`src/rtl/usb3_ts_detect_pkg.sv`:
```
`default_nettype none
// ============================================================================
// Module      : usb3_ts_detect_pkg
// Description : Shared constants for the USB3 training ordered-set receiver.
//               Symbol values, alignment FSM encodings, the TS2 link-config
//               Reset bit index and a COM-word detect helper.
// Revision    : 1.0  initial release
// ============================================================================
package usb3_ts_detect_pkg;

    // Symbol constants
    localparam logic [7:0] c_SYM_COM    = 8'hBC;
    localparam logic [7:0] c_SYM_TS1_ID = 8'h4A;
    localparam logic [7:0] c_SYM_TS2_ID = 8'h45;

    // Alignment FSM encodings
    localparam logic [1:0] c_TSD_HUNT = 2'd0;
    localparam logic [1:0] c_TSD_W1   = 2'd1;
    localparam logic [1:0] c_TSD_W2   = 2'd2;
    localparam logic [1:0] c_TSD_W3   = 2'd3;

    // Reset request bit inside the TS2 link configuration symbol
    localparam int c_TS2_CFG_RESET = 0;

    // A full COM word: four K-coded 0xBC symbols
    function automatic logic is_com_word(input logic [31:0] data,
                                         input logic [3:0]  datak);
        return (datak == 4'hF) && (data == {4{c_SYM_COM}});
    endfunction

endpackage
`default_nettype wire

```
`src/rtl/usb3_idle_count.sv`:
```
`default_nettype none
// ============================================================================
// Module      : usb3_idle_count
// Description : Logical-idle exit counter for Polling.Idle / Recovery.Idle.
//               irc counts consecutive idle words (saturating), itc starts on
//               the first idle word and counts every cycle (saturating).
//               o_train_idle_pass latches once both are saturated and holds
//               until i_train_idle falls.
// Ports       : local_clk          in   clock
//               reset              in   asynchronous active-high reset
//               i_rx_data[31:0]    in   descrambled RX word
//               i_rx_datak[3:0]    in   K flags
//               i_rx_valid         in   word qualifier
//               i_train_idle       in   LTSSM in an Idle substate
//               o_train_idle_pass  out  idle exit criterion met (level)
// Revision    : 1.0  initial release
// ============================================================================
module usb3_idle_count #(
    parameter int IDLE_RX_WORDS = 2,
    parameter int IDLE_TX_WORDS = 4
) (
    input  logic        local_clk,
    input  logic        reset,
    input  logic [31:0] i_rx_data,
    input  logic [3:0]  i_rx_datak,
    input  logic        i_rx_valid,
    input  logic        i_train_idle,
    output logic        o_train_idle_pass
);

    localparam int c_IRC_W = $clog2(IDLE_RX_WORDS + 1);
    localparam int c_ITC_W = $clog2(IDLE_TX_WORDS + 1);
    localparam logic [c_IRC_W-1:0] c_IRC_MAX = c_IRC_W'(IDLE_RX_WORDS);
    localparam logic [c_ITC_W-1:0] c_ITC_MAX = c_ITC_W'(IDLE_TX_WORDS);
    localparam logic [c_ITC_W-1:0] c_ITC_ONE = c_ITC_W'(1);

    logic [c_IRC_W-1:0] r_irc;
    logic [c_ITC_W-1:0] r_itc;
    logic               r_pass;

    logic w_idle_word;
    logic w_busy_word;
    logic w_irc_sat;
    logic w_itc_sat;

    assign w_idle_word = i_rx_valid && (i_rx_data == 32'h0) && (i_rx_datak == 4'h0);
    assign w_busy_word = i_rx_valid && !w_idle_word;
    assign w_irc_sat   = (r_irc == c_IRC_MAX);
    assign w_itc_sat   = (r_itc == c_ITC_MAX);

    always_ff @(posedge local_clk or posedge reset) begin
        if (reset) begin
            r_irc  <= '0;
            r_itc  <= '0;
            r_pass <= 1'b0;
        end else if (!i_train_idle) begin
            r_irc  <= '0;
            r_itc  <= '0;
            r_pass <= 1'b0;
        end else begin
            // Uses the counter values from the previous edge, so pass lands
            // one cycle after both counters saturate and survives a clear.
            r_pass <= r_pass | (w_irc_sat & w_itc_sat);
            if (w_busy_word) begin
                r_irc <= '0;
                r_itc <= '0;
            end else begin
                if (w_idle_word && !w_irc_sat) begin
                    r_irc <= r_irc + 1'b1;
                end
                // itc is nonzero only while a run is in progress; it keeps
                // counting through rx_valid gaps.
                if (r_itc != '0) begin
                    if (!w_itc_sat) begin
                        r_itc <= r_itc + 1'b1;
                    end
                end else if (w_idle_word) begin
                    r_itc <= c_ITC_ONE;
                end
            end
        end
    end

    assign o_train_idle_pass = r_pass;

endmodule
`default_nettype wire

```
`src/rtl/usb3_ts_detect.sv`:
```
`default_nettype none
// ============================================================================
// Module      : usb3_ts_detect
// Description : Training ordered-set receiver. Word-aligns and validates
//               TS1/TS2 ordered sets (COM word + three body words), reports
//               malformed sets, captures the TS2 link configuration symbol,
//               and counts logical idle for the LTSSM idle exit.
//               Optional macro USB3_TS_HOTRESET_EN enables hot_reset
//               detection (two consecutive TS2s with the Reset bit set);
//               without it hot_reset is tied low.
// Ports       : local_clk          in   PIPE-side clock
//               reset              in   asynchronous active-high reset
//               rx_data[31:0]      in   descrambled RX word, byte[7:0] first
//               rx_datak[3:0]      in   K flag per byte
//               rx_valid           in   word qualifier
//               train_idle         in   LTSSM in Polling.Idle/Recovery.Idle
//               train_ts1          out  pulse per valid TS1
//               train_ts2          out  pulse per valid TS2
//               ts_link_cfg[7:0]   out  link config of last valid TS2
//               ts_err             out  pulse per malformed ordered set
//               train_idle_pass    out  idle exit criterion met (level)
//               hot_reset          out  TS2 Reset bit seen (level)
// Revision    : 1.0  initial release
// ============================================================================
module usb3_ts_detect
    import usb3_ts_detect_pkg::*;
#(
    parameter int IDLE_RX_WORDS = 2,
    parameter int IDLE_TX_WORDS = 4
) (
    input  logic        local_clk,
    input  logic        reset,
    input  logic [31:0] rx_data,
    input  logic [3:0]  rx_datak,
    input  logic        rx_valid,
    input  logic        train_idle,
    output logic        train_ts1,
    output logic        train_ts2,
    output logic [7:0]  ts_link_cfg,
    output logic        ts_err,
    output logic        train_idle_pass,
    output logic        hot_reset
);

    logic [1:0] r_state;
    logic [7:0] r_id;
    logic [7:0] r_cfg;
    logic       r_train_ts1;
    logic       r_train_ts2;
    logic       r_ts_err;
    logic [7:0] r_ts_link_cfg;

    logic w_com;
    logic w_w1_ok;
    logic w_body_ok;

    assign w_com = is_com_word(rx_data, rx_datak);

    // w1: byte0 = 0x00, bytes 2/3 equal and a known TS identifier
    assign w_w1_ok = (rx_datak == 4'h0) &&
                     (rx_data[7:0] == 8'h00) &&
                     (rx_data[23:16] == rx_data[31:24]) &&
                     ((rx_data[23:16] == c_SYM_TS1_ID) ||
                      (rx_data[23:16] == c_SYM_TS2_ID));

    assign w_body_ok = (rx_datak == 4'h0) && (rx_data == {4{r_id}});

    always_ff @(posedge local_clk or posedge reset) begin
        if (reset) begin
            r_state       <= c_TSD_HUNT;
            r_id          <= 8'h00;
            r_cfg         <= 8'h00;
            r_train_ts1   <= 1'b0;
            r_train_ts2   <= 1'b0;
            r_ts_err      <= 1'b0;
            r_ts_link_cfg <= 8'h00;
        end else begin
            r_train_ts1 <= 1'b0;
            r_train_ts2 <= 1'b0;
            r_ts_err    <= 1'b0;
            case (r_state)
                c_TSD_HUNT: begin
                    if (rx_valid && w_com) begin
                        r_state <= c_TSD_W1;
                    end
                end
                c_TSD_W1: begin
                    if (!rx_valid) begin
                        r_state <= c_TSD_HUNT;
                    end else if (w_com) begin
                        // Resync: this COM word becomes the new w0
                        r_ts_err <= 1'b1;
                        r_state  <= c_TSD_W1;
                    end else if (w_w1_ok) begin
                        r_id    <= rx_data[23:16];
                        r_cfg   <= rx_data[15:8];
                        r_state <= c_TSD_W2;
                    end else begin
                        r_ts_err <= 1'b1;
                        r_state  <= c_TSD_HUNT;
                    end
                end
                c_TSD_W2: begin
                    if (!rx_valid) begin
                        r_state <= c_TSD_HUNT;
                    end else if (w_com) begin
                        r_ts_err <= 1'b1;
                        r_state  <= c_TSD_W1;
                    end else if (w_body_ok) begin
                        r_state <= c_TSD_W3;
                    end else begin
                        r_ts_err <= 1'b1;
                        r_state  <= c_TSD_HUNT;
                    end
                end
                c_TSD_W3: begin
                    if (!rx_valid) begin
                        r_state <= c_TSD_HUNT;
                    end else if (w_com) begin
                        r_ts_err <= 1'b1;
                        r_state  <= c_TSD_W1;
                    end else if (w_body_ok) begin
                        r_state <= c_TSD_HUNT;
                        if (r_id == c_SYM_TS2_ID) begin
                            r_train_ts2   <= 1'b1;
                            r_ts_link_cfg <= r_cfg;
                        end else begin
                            r_train_ts1 <= 1'b1;
                        end
                    end else begin
                        r_ts_err <= 1'b1;
                        r_state  <= c_TSD_HUNT;
                    end
                end
                default: begin
                    r_state <= c_TSD_HUNT;
                end
            endcase
        end
    end

    assign train_ts1   = r_train_ts1;
    assign train_ts2   = r_train_ts2;
    assign ts_err      = r_ts_err;
    assign ts_link_cfg = r_ts_link_cfg;

`ifdef USB3_TS_HOTRESET_EN
    // Evaluated from the registered TS pulses, so hot_reset moves one cycle
    // after the TS pulse that causes it.
    logic r_ts2_run;
    logic r_hot_reset;

    always_ff @(posedge local_clk or posedge reset) begin
        if (reset) begin
            r_ts2_run   <= 1'b0;
            r_hot_reset <= 1'b0;
        end else if (r_train_ts2) begin
            if (r_ts_link_cfg[c_TS2_CFG_RESET]) begin
                if (r_ts2_run) begin
                    r_hot_reset <= 1'b1;
                end
                r_ts2_run <= 1'b1;
            end else begin
                r_ts2_run   <= 1'b0;
                r_hot_reset <= 1'b0;
            end
        end else if (r_train_ts1) begin
            r_ts2_run   <= 1'b0;
            r_hot_reset <= 1'b0;
        end
    end

    assign hot_reset = r_hot_reset;
`else
    assign hot_reset = 1'b0;
`endif

    usb3_idle_count #(
        .IDLE_RX_WORDS (IDLE_RX_WORDS),
        .IDLE_TX_WORDS (IDLE_TX_WORDS)
    ) u_idle_count (
        .local_clk         (local_clk),
        .reset             (reset),
        .i_rx_data         (rx_data),
        .i_rx_datak        (rx_datak),
        .i_rx_valid        (rx_valid),
        .i_train_idle      (train_idle),
        .o_train_idle_pass (train_idle_pass)
    );

endmodule
`default_nettype wire

```
`config.mk`:
```
export PLATFORM = sky130hd
export DESIGN_NAME = usb3_ts_detect
export DESIGN_NICKNAME = d
export VERILOG_FILES = /design/src/rtl/usb3_ts_detect_pkg.sv /design/src/rtl/usb3_idle_count.sv /design/src/rtl/usb3_ts_detect.sv
export SDC_FILE = /design/constraint.sdc
export NUM_CORES = 1
export LEC_CHECK = 0
export BUFFER_PORTS_ARGS = -buffer_cell sky130_fd_sc_hd__buf_4
export CAP_MARGIN = 5
export CORE_ASPECT_RATIO = 1.4
export CORE_MARGIN = 2
export CORE_UTILIZATION = 47
export DETAILED_ROUTE_END_ITERATION = 16
export HOLD_SLACK_MARGIN = 0.12
export PLACE_DENSITY_LB_ADDON = 0.05
export REMOVE_ABC_BUFFERS = 1
export SYNTH_ARGS = -nofsm -noshare
export SYNTH_HDL_FRONTEND = slang
export SYNTH_SLANG_ARGS = --single-unit
```
`constraint.sdc`:
```
create_clock -name local_clk -period 2.3 [get_ports local_clk]
set_clock_uncertainty 0.05 [all_clocks]
set_input_delay 0.23 -clock local_clk [delete_from_list [all_inputs] [get_ports local_clk]]
set_output_delay 0.23 -clock local_clk [all_outputs]
set_load 0.02 [all_outputs]
```
Yosys cells after proc, flatten, opt, wreduce, memory -nomap -nowiden:

Index checks and enable logic that the tools add are counted.

* word-level logic and storage cells: 89
* flip-flop bits (word level): 35
* output and inout port bits: 13
* input bits: 40

* bitwise operators: 3
* equality and inequality tests: 16
* add/subtract/negate cells: 2
* multiplexer cells: 36
* reductions and logical operators: 22

Operators by type and width (count)
* $eq 32x32->1: 1
* $eq 32x32->1 const B: 1
* $logic_not 32->1: 1
* $eq 8x7->1 const B: 3
* $mux 2: 10
* $mux 1: 19
* $mux 3: 5
* $logic_and 1x1->1: 10
* $eq 8x8->1: 1
* $logic_not 8->1: 1
* $pmux 2 s4: 1
* $eq 2x2->1 const B: 3
* $reduce_and 5->1: 1
* $eq 4x4->1 const B: 1
* $logic_not 4->1: 1
* $ne 4x1->1 const B: 1
* $ne 4x3->1 const B: 1
* $reduce_and 4->1: 1
* $add 3x1->3 const B: 1
* $eq 3x3->1 const B: 1
* $ne 3x1->1 const B: 1
* $reduce_bool 3->1: 1
* $add 2x1->2 const B: 1
* $eq 2x1->1 const B: 1
* 10 further kinds: 11

Longest topological paths before layout:

* depth in word-level cells: 8
* depth in mapped cells: 9
* mapped depth without buffers: 6

Hierarchy:

From an unflattened synthesis, not the netlist that was laid out.

* cell total of the unflattened synthesis: 201
* area, all modules: 2237.1 µm²

By module, submodules not included
* usb3_ts_detect: times used 1, cells an instance 150, seq. area each 725.7 µm², area each 1741.7 µm²
* usb3_idle_count: times used 1, cells an instance 51, seq. area each 150.1 µm², area each 495.5 µm²

Worst setup path before layout:

No wires, ideal clock.

* path kind: input -> register
* start: input port rx_data[21]
* end: register r_ts_link_cfg[0], in the netlist ts_link_cfg[0]
* setup slack: -27 ps
* stages on the path: 7
* data arrival time: 2152 ps
* path through: or3_1 > mux2_2 > a2111oi_4 > nand4b_1 > or4_1 > buf_6 > mux2_4

* longest elaborated chain between the ends: 4

RTL lines
* start: declaration: line usb3_ts_detect.sv:33 `input logic [31:0] rx_data,`
* $eq 32x32->1: line usb3_ts_detect_pkg.sv:28 `return (datak == 4'hF) && (data == {4{c_SYM_COM}});`
* $logic_and 1x1->1: line usb3_ts_detect_pkg.sv:28
* $not 1->1 (no line)
* $reduce_and 5->1 (no line) *
* end signal: assignment: line usb3_ts_detect.sv:126 `r_ts_link_cfg <= r_cfg;`
* end: declaration: line usb3_ts_detect.sv:51 `logic [7:0] r_ts_link_cfg;`

Every way passes the cells marked *; elsewhere a longest branch is shown, timed or not.
A chain may end at the register's enable or synchronous reset.

Worst setup path in the final report:

* start: register r_id[1]
* end: register r_ts_link_cfg[2], in the netlist ts_link_cfg[2]

* longest elaborated chain between the ends: 3

RTL lines
* start: declaration: line usb3_ts_detect.sv:46 `logic [7:0] r_id;`
* start signal: assignment: line usb3_ts_detect.sv:95 `r_id <= rx_data[23:16];`
* $eq 32x32->1: line usb3_ts_detect.sv:66 `assign w_body_ok = (rx_datak == 4'h0) && (rx_data == {4{r_id}});`
* $logic_and 1x1->1: line usb3_ts_detect.sv:66
* $reduce_and 5->1 (no line) *

Marked as above.

==> results.yml <==
status:
  outcome: "finished clean"
logic_synthesis:
  yosysWarnings: 0
  synth_seq_cells: 35
  synth_area_sq_um: 2030
  ys_async_sr_fraction: 1.00
  netlist_instances: 196
  synth_flop_cell: "dfrtp_1"
  synth-edff-count: 0
  ys_seq_area_frac: 0.431
  syn_avg_cell_area_sq_um: 10.4
  yosysUniqueCellTypes: 46
cts:
  cts_max_path_buffers: 2
  cts-buffers-inserted: 5
  clk_pin_slew_worst_paths_ps: 70
  cts_tree: "yes"
  clock_sinks: 35
  h-tree-depth: 2
  root_buffer: "clkbuf_8"
  clkLatencyLatePin_ps: 280
placement:
  hpwl_um: 4130
  place_inst: 310
  pre_cts_ws_ps: -240
  io_buffers: 51
  place.gp.congestion: 0.876
  placed_area_sq_um: 2610
global_route:
  grt_max_degree: 36
  track_usage: 0.223
  grt_use_met2: 0.366
  grt_pass1_wl_um: 8090
  grt_use_met3: 0.0441
  grt_pass1_vias: 1711
  met1_usage: 0.292
  gr-total-overflow: 0
  antenna_found_initial: 0
  grt.busiest_layer: "met2"
power:
  powerDensity_nw_per_um2: 443
  leakagePower_nw: 1.32
  ir_worst_vdd_uv: 301
cells_and_area:
  multiInputGateArea_sq_um: 1120
  drive_gt1_frac: 0.369
  fin_util: 0.649
  finish.instance_area_sq_um: 2730
  fillCellCount: 365
  regArea_sq_um: 876
  nNetsFinal: 316
  area_growth_pct: 34.3
  finalNonFillerCells: 319
  antenna_cells: 0
critical_path:
  arrival_ps: 2380
  critPathMaxFanout: 8
  required_ps: 2420
  worstSetupEndpointType: "register"
  r2r_end: "ts_link_cfg[2]"
  crit_family: "simple AND/OR/NAND/NOR gates"
  critPathSlowestCell: "or4_4"
  rrSetupSlack_ps: 40
  cp_slowest_stage_delay_ps: 640
  crit_buf_inv: 1
  start_kind: "register"
  cp_cell_sequence: "buf_4 -> nor4b_1 -> nand2_2 -> or4_4 -> mux2_4"
  regToRegStartpoint: "r_id[1]"
  r2r_cells: 5
  criticalPathCategory: "reg2reg"
hold_path:
  holdPathStages: 2
  hp-class: "in2reg"
  hold_start: "rx_valid"
  min_to: "u_idle_count.r_itc[1]"
routing:
  ant_nets: 0
  drtIter0Drc: 76
  wl_per_cell_um: 15.7
  drc_errors: 0
  num_vias: 1795
  dr.pass1.iters: 4
  viasPerCell: 5.63
  routed_wl_um: 5020
timing:
  fmax_ghz: 0.442
  setup_slack_ps: 37.3
  fin_crit_ps: 2260
  worst_hold_slack_ps: 130
  rsz0062_at_grt: "true"
  slew_violations: 0
  setup_viol_count_final: 0
  final.period_utilization: 0.984
  hold_violations: 0
floorplan:
  rows: 28
  ios: 53
  die_width_um: 59.6
  die_y_um: 81.8
  start_util: 0.483
  coreArea_sq_um: 4200
  die_area_sq_um: 4870
run:
  cap_violations: 0
==> registers in the layout, indices dropped and copies added (netlist names) <==
| register | cells |
|---|---|
| r_id | 8 |
| train_ts1 | 1 |
| train_ts2 | 1 |
| u_idle_count.o_train_idle_pass | 1 |
| r_state | 2 |
| u_idle_count.r_irc | 2 |
| r_cfg | 8 |
| ts_err | 1 |
| u_idle_count.r_itc | 3 |
| ts_link_cfg | 8 |
==> per-layer routing <==
layer,wire length (um),part of all wire,vias to the layer above
met5,0,0,-
met4,98,0.020,0
met3,280,0.056,10
met2,2490,0.50,60
met1,2150,0.43,834
li1,-,-,891
==> stage by stage <==
| stage | TNS, ps | total power [mW] |
|---|---|---|
| 2_1_floorplan | -1160 | 0.683 |
| 3_3_place_gp | -1620 | 0.793 |
| 3_5_place_dp | -1890 | 0.794 |
| 4_1_cts | 0 | 1.22 |
| 5_1_grt | -87.8 | 1.27 |
| 6_report | 0 | 1.21 |
==> repair_timing <==
item	4_1_cts	5_1_grt
hold endpoints to repair	35	0
buffers inserted	0	1
hold buffers	1	0
endpoints found under the setup margin	8	8
gates resized for setup	2	4
pin swaps	2	1
==> synth_stat cells (3+ instances only) <==
library cell	n	area (sq um)
nor2_1	13	48.8
inv_1	7	26.3
nor4b_1	4	35.0
mux2_1	12	135
ha_1	3	37.5
or4_1	5	37.5
nand3_1	8	40.0
nand4_1	11	68.8
a31oi_1	4	25.0
and2_1	5	31.3
nor3_1	11	55.1
a21oi_1	6	30.0
nand2b_1	4	25.0
nor4_1	5	31.3
xnor2_1	6	52.6
mux2_4	8	120
nand2_1	6	22.5
or3_1	4	25.0
nor2b_1	3	18.8
dfrtp_1	35	876
and3_1	5	31.3
==> kinds of logic (layout without fill, tap and decap cells) <==
family | Yosys count | count (layout) | share of synthesized area
AOI/OAI and AO/OA | 22 | 22 | 0.0813
xor gates and xnor gates | 7 | 7 | 0.0302
adders and majority gates | 3 | 3 | 0.0185
buffers and inverters | 12 | 90 | 0.0283
DFF | 35 | 35 | 0.431
muxes | 21 | 21 | 0.131
other | 1 | 1 | 0.00185
and+or+nand+nor | 95 | 95 | 0.277
==> final cells by class <==
type	instances	area share
multi-input cells	149	0.410
flip-flops and latches	35	0.321
repair buffers	75	0.207
clock buffers	5	0.0252
well taps	45	0.0207
inverters	7	0.00964
clock inverters	3	0.00551
==> cells in the final DEF (no fill, tap or decap), drive strengths merged, types with 3 or more instances in the layout <==
cell    netlist  layout
a21oi         6       6
a31oi         4       4
and2          5       5
and3          5       5
buf           3      74
clkbuf        2       5
clkinv        0       3
dfrtp        35      35
ha            3       3
inv           7       7
mux2         21      21
nand2         8       8
nand2b        4       4
nand3         9       9
nand4        11      11
nor2         13      13
nor2b         3       3
nor3         11      11
nor4          6       6
nor4b         4       4
or3           5       5
or4           5       5
xnor2         6       6
==> worst max-delay path by stage <==
stage / from / endpoint / slack (ps) / cells past startpoint
global placement: rx_data[21] / ts_link_cfg[6] / -200 / 8
floorplan: rx_data[21] / ts_link_cfg[0] / -140 / 6
global route: r_id[3] / ts_link_cfg[5] / -20 / 5
finish: r_id[1] / ts_link_cfg[2] / 40 / 5
detailed placement: rx_data[21] / ts_link_cfg[5] / -240 / 8
CTS: r_id[1] / ts_link_cfg[2] / 8 / 6
==> power breakdown <==
group / internal (mW) / total (mW) / switching (mW)
clock network: 0.207 / 0.422 / 0.215
logic: 0.0836 / 0.168 / 0.0843
registers: 0.616 / 0.617 / 0.000626
(Power assumes the default switching activity.)
